`src/rtl/handshake_fifo_pkg.sv`:
```
// Shared sizing helpers and occupancy-state encoding for handshake_elastic_fifo.
// Optional feature macro used by the top: HANDSHAKE_FIFO_BYPASS_EN.
package handshake_fifo_pkg;

    localparam int unsigned MIN_SLOTS = 1;
    localparam int unsigned MAX_SLOTS = 256;

    typedef enum logic [1:0] {
        ST_EMPTY,
        ST_PARTIAL,
        ST_FULL
    } fifo_state_e;

    function automatic int unsigned clog2(input int unsigned n);
        int unsigned r;
        int unsigned v;
        r = 0;
        v = 1;
        while (v < n) begin
            v = v << 1;
            r++;
        end
        return r;
    endfunction

    function automatic int unsigned ptr_width(input int unsigned slots);
        return (clog2(slots) < 1) ? 1 : clog2(slots);
    endfunction

    function automatic int unsigned cnt_width(input int unsigned slots);
        return clog2(slots + 1);
    endfunction

endpackage

```
`src/rtl/handshake_fifo_ptr.sv`:
```
// Modulo-NUM_SLOTS pointer with enable and synchronous active-high reset.
module handshake_fifo_ptr #(
    parameter int unsigned NUM_SLOTS = 4,
    parameter int unsigned WIDTH     = 2
) (
    input  logic             clk,
    input  logic             rst,
    input  logic             en,
    output logic [WIDTH-1:0] ptr
);

    localparam logic [WIDTH-1:0] LAST = WIDTH'(NUM_SLOTS - 1);

    // Explicit wrap so non-power-of-two depths never index past the last slot.
    always_ff @(posedge clk) begin
        if (rst) begin
            ptr <= '0;
        end else if (en) begin
            if (ptr == LAST) begin
                ptr <= '0;
            end else begin
                ptr <= ptr + WIDTH'(1);
            end
        end
    end

endmodule

```
`src/rtl/handshake_elastic_fifo.sv`:
```
// Opaque elastic FIFO on a valid/ready channel; ins_ready depends on registered state only.
// Define HANDSHAKE_FIFO_BYPASS_EN for same-cycle pass-through while empty.
module handshake_elastic_fifo
    import handshake_fifo_pkg::*;
#(
    parameter int unsigned DATA_WIDTH = 32,
    parameter int unsigned NUM_SLOTS  = 4
) (
    input  logic                  clk,
    input  logic                  rst,
    input  logic [DATA_WIDTH-1:0] ins,
    input  logic                  ins_valid,
    output logic                  ins_ready,
    output logic [DATA_WIDTH-1:0] outs,
    output logic                  outs_valid,
    input  logic                  outs_ready
);

    localparam int unsigned PTR_W = ptr_width(NUM_SLOTS);
    localparam int unsigned CNT_W = cnt_width(NUM_SLOTS);

    typedef logic [PTR_W-1:0] ptr_t;
    typedef logic [CNT_W-1:0] cnt_t;

    localparam cnt_t CNT_FULL = CNT_W'(NUM_SLOTS);

    logic [DATA_WIDTH-1:0] mem [NUM_SLOTS];
    ptr_t                  rd_ptr;
    ptr_t                  wr_ptr;
    cnt_t                  count;
    fifo_state_e           state;
    logic                  fifo_valid;
    logic                  push;
    logic                  store;
    logic                  deq;

    always_comb begin
        state = ST_PARTIAL;
        if (count == '0) begin
            state = ST_EMPTY;
        end else if (count == CNT_FULL) begin
            state = ST_FULL;
        end
    end

    assign ins_ready  = !rst && (state != ST_FULL);
    assign fifo_valid = (state != ST_EMPTY);
    assign push       = ins_valid && ins_ready;
    assign deq        = fifo_valid && outs_ready;

`ifdef HANDSHAKE_FIFO_BYPASS_EN
    logic bypass;
    logic pass;

    // While empty the stage is transparent; a token taken downstream the same cycle is never stored.
    assign bypass     = (state == ST_EMPTY) && !rst;
    assign pass       = bypass && ins_valid && outs_ready;
    assign outs_valid = bypass ? ins_valid : fifo_valid;
    assign outs       = bypass ? ins : mem[rd_ptr];
    assign store      = push && !pass;
`else
    assign outs_valid = fifo_valid;
    assign outs       = mem[rd_ptr];
    assign store      = push;
`endif

    always_ff @(posedge clk) begin
        if (store) begin
            mem[wr_ptr] <= ins;
        end
    end

    always_ff @(posedge clk) begin
        if (rst) begin
            count <= '0;
        end else begin
            case ({store, deq})
                2'b10:   count <= count + CNT_W'(1);
                2'b01:   count <= count - CNT_W'(1);
                default: count <= count;
            endcase
        end
    end

    handshake_fifo_ptr #(
        .NUM_SLOTS(NUM_SLOTS),
        .WIDTH    (PTR_W)
    ) u_wr_ptr (
        .clk(clk),
        .rst(rst),
        .en (store),
        .ptr(wr_ptr)
    );

    handshake_fifo_ptr #(
        .NUM_SLOTS(NUM_SLOTS),
        .WIDTH    (PTR_W)
    ) u_rd_ptr (
        .clk(clk),
        .rst(rst),
        .en (deq),
        .ptr(rd_ptr)
    );

endmodule

```
`config.mk`:
```
export PLATFORM = sky130hd
export DESIGN_NAME = handshake_elastic_fifo
export DESIGN_NICKNAME = d
export VERILOG_FILES = /design/src/rtl/handshake_fifo_pkg.sv /design/src/rtl/handshake_fifo_ptr.sv /design/src/rtl/handshake_elastic_fifo.sv
export SDC_FILE = /design/constraint.sdc
export NUM_CORES = 1
export LEC_CHECK = 0
export ABC_AREA = 1
export CORE_UTILIZATION = 59
export CTS_CLUSTER_DIAMETER = 60
export DETAILED_ROUTE_END_ITERATION = 8
export PLACE_DENSITY = 0.85
export SLEW_MARGIN = 0
export SYNTH_ARGS = -nofsm -noshare
export SYNTH_HDL_FRONTEND = slang
export SYNTH_SLANG_ARGS = --single-unit
```
`constraint.sdc`:
```
create_clock -name clk -period 6.2 [get_ports clk]
set_input_delay 1.86 -clock clk [delete_from_list [all_inputs] [get_ports clk]]
set_output_delay 1.86 -clock clk [all_outputs]
set_load 0.02 [all_outputs]
```
==> run summary <==
The run finished with clean final reports. From synthesis to final layout, the design area changed by 25.2%. The number of buffers added for setup after CTS is 0. For this run, the number of Yosys warnings is 0.

The synthesized design contains about 140 register bits. The number of nets with antenna violations after detailed routing is 0. Setup total negative slack on the finished layout was measured at 0 ns. The cell area that synthesis handed to floorplanning was between 5000 and 6000 um^2. Dividing the detail-routed wire length by the instance count gives 17.7 um.

The clock-pin slew reported for the worst setup and hold paths after clock tree synthesis is roughly 0.060 ns. The number of buffers and inverters on the critical path is 2. The critical path in this run is classified as in2out. The HPWL after detailed placement came out at between 5 and 6 mm. The leakage power total came out at 2.27 nW. The deepest level of the CTS H-tree is 4.

The initial utilization of the core area, before any placement, comes to 60.7%. The met1 track demand over resource in global routing came out at approximately 28%. Max-cap violations in this run came to 0. The initialized floorplan defines 34 standard-cell rows.

The largest clock skew in the final design came out at about 0.0076 ns. The cell area after placement is 6000 um^2. In the final layout, the share of cells above drive strength 1 is around a tenth.

The critical path goes through clkdlybuf4s50_1 -> a21oi_1 -> clkdlybuf4s50_1. The first global-routing pass estimated ~16 mm of wire. The minimum setup slack among reg-to-reg paths came out at roughly 4.1 ns. The final weighted congestion of routability-driven global placement is around 0.74.

The critical path data required time came out at ~4.3 ns. The proportion of synthesized chip area in sequential cells came out at between 70 and 80%. The number of enable-type register cells in the synthesized netlist is 128. The vertical die dimension came out at 96.7 um. Of all flip-flops after synthesis, the portion carrying an async set or reset was 0%. Among the stages of the critical path, the cell type that occurs most often is clkdlybuf4s50_1. The ratio of routed vias to standard cells came out at 5.78. For this design, the CTS-stage hold fixing added 0 buffers. The post-cts gate resize count is 0. Before antenna repair, the detailed router went through 5 iterations. The post-detailed-routing wire length came out at roughly 10 mm.

The number of ports placed on the die boundary is 70. The number of max-slew violations in the final report is 0. The largest net degree at the start of global routing is between 60 and 70. The net count of the finished layout is 492. STA classifies the critical path endpoint as a primary output. The total power came out at around 0.0031 W. The final period demand of the worst path is 5.00 ns. The final design instance area without fill came out at 6630 um^2. The maximum buffer depth of the clock tree is 2. The number of nets in the synthesized netlist is around 420.

The maximum cell stage delay along the critical path came out at 0.64 ns. The pre-CTS setup slack came out at 1.22 ns. The CTS tree is yes. Along the worst path, the maximum fanout reaches 3. The path category of the worst min-delay check is reg2reg. The fmax is between 200 and 250 MHz. The full die area came out at between 9000 and 10000 um^2. Data arrives at the worst endpoint at around 3.1 ns. The relative slew slack is roughly a fifth. The mean cell area of the mapped netlist is ~14 um^2. Counting the buffers created by CTS gives 17.

The placeable core region is just under 9000 um^2. For met3 alone, demand over resource in global routing was around 5.5%. The worst-case IR drop observed on VDD is 0.265 mV. The worst hold slack is roughly 0.52 ns.

The critical hold path startpoint is u_rd_ptr.ptr[0]$_SDFFE_PP0P_. For this block, the via count after detailed routing is between 3k and 4k. The global routing stage identified its most utilized layer as met2.

In this design, the largest share of critical-path delay is due to buffers and inverters. The initial antenna violation count came out at 0. The count of final setup violators came out at 0. The start of the worst register-to-register path is count[1]$_SDFFE_PP0P_.

The post-synthesis cell count is roughly 380. For this run, the leading register cell type out of synthesis is edfxtp_1. The DRC violation count after routing is 0. Along the worst hold path, the cell count comes to 2. The CTS sink count is about 140.

For this run the aggregate overflow at the end of global routing stands at 0. The clock reaches the later pin of the worst-skew pair after about 0.51 ns. Setup repair after global routing left no endpoint under its margin. The transition at the pin with the smallest max-transition slack came out at around 1.2 ns.

In this run the horizontal extent of the chip is 96.7 um. The number of global-route vias before repair is about 3.1k. The endpoint identified for the worst register-to-register timing path is mem[3][13]$_DFFE_PP_. The final hold violation count is 0.

The final setup slack of the worst path is 1.20 ns. The count of routing violations after the opening detailed-route iteration is between 150 and 200. The overall global routing resource usage came out at between 20% and 30%. The count of buffers from port buffering is a little under 70. On the critical path, the stage with the largest delay is an instance of clkdlybuf4s50_1. The category of the worst setup path launch point is an input port. The number of library cell types mapped by synthesis is 24. Measured in cells, the most critical reg-to-reg path has a length of 4. The portion of the clock cycle consumed by the worst path in the final layout came out at 80.6%. The number of antenna diodes in the final layout is 0. In this run the power density over the cells is 470 nW/um^2.

The clock root buffer is clkbuf_8. The met2 capacity usage during global routing came out at between 30% and 40%.
## cell type report
cell class	instances	area, um^2
tap	108	135
clock buffer	17	414
timing repair buffer	70	698
inverter	17	71.3
sequential	137	4030
multi-input combinational	206	1070
clock inverter	15	211
fill	481	2100
## cell usage in the layout, fill, tap and decap left out, drive strengths merged, types with 2 or more instances in the layout
cell type,n
bufinv,4
clkbuf,17
o21ai,66
clkdlybuf4s50,69
nand2,14
o22ai,32
clkinvlp,4
edfxtp,128
a21oi,3
nand4,2
dfxtp,9
nor2,75
inv,23
ha,6
nand3,4
## cell usage after synthesis (2+ instances only)
cell type  number  area share, %
a21oi_1         3           0.28
buf_2           6           0.57
buf_4           3           0.43
buf_6           9            1.9
dfxtp_1         9            3.4
edfxtp_1      128             73
ha_1            6            1.4
inv_1          15            1.1
nand2_1        14           0.99
nand3_1         3           0.28
nand4_1         2           0.24
nor2_1         74            5.2
o21ai_0        38            3.6
o21ai_1        28            2.6
o22ai_1        32            3.8
## how the worst max path moves through the flow
stage | start | to | slack [ns] | depth (start not counted)
after global routing | rst | ins_ready | 1.15 | 3
after global placement | rst | ins_ready | 1.22 | 3
final | rst | ins_ready | 1.20 | 3
after CTS | rst | ins_ready | 1.21 | 3
after detailed placement | rst | ins_ready | 1.22 | 3
after floorplan | rst | ins_ready | 2.11 | 1
## routing by layer
layer | vias up | share of wire, %
li1 | 1545 | -
met1 | 1606 | 41
met2 | 128 | 51
met3 | 15 | 6.1
met4 | 0 | 1.4
met5 | - | 0
## worst min-delay path, cell delays in order (launching register included)
cell and delay, ns:
dfxtp_1 0.33, nor2_1 0.10, nor2_1 0.06
## where the power goes
part | switching (W) | internal (W)
Combinational | 0.000524 | 0.000378
Sequential | 0.0000804 | 0.00109
Clock | 0.000385 | 0.000661
Total | 0.000989 | 0.00212
## through the flow
step | cells | utilization (%)
finish | 570 | 76.0
detailed placement | 538 | 68.8
global placement | 538 | 68.8
CTS | 570 | 76.0
floorplan | 379 | -
global route | 570 | 76.0
## kinds of logic (layout without fill, tap and decap cells)
family                     count (synthesis)  count (layout)  share of synthesized area, %
DFF                                      137             137                          76.0
AOI/OAI and AO/OA                        102             102                          10.5
adders and majority gates                  7               7                          1.80
buffers and inverters                     36             119                          4.33
and+or+nand+nor                           97              97                          7.33
## flip-flops by register name, indices dropped and copies added, names as in the netlist, named ones only
register	count
count	3
mem	128
u_rd_ptr.ptr	2
u_wr_ptr.ptr	2
Note: power is estimated with default switching activity, not from simulation.
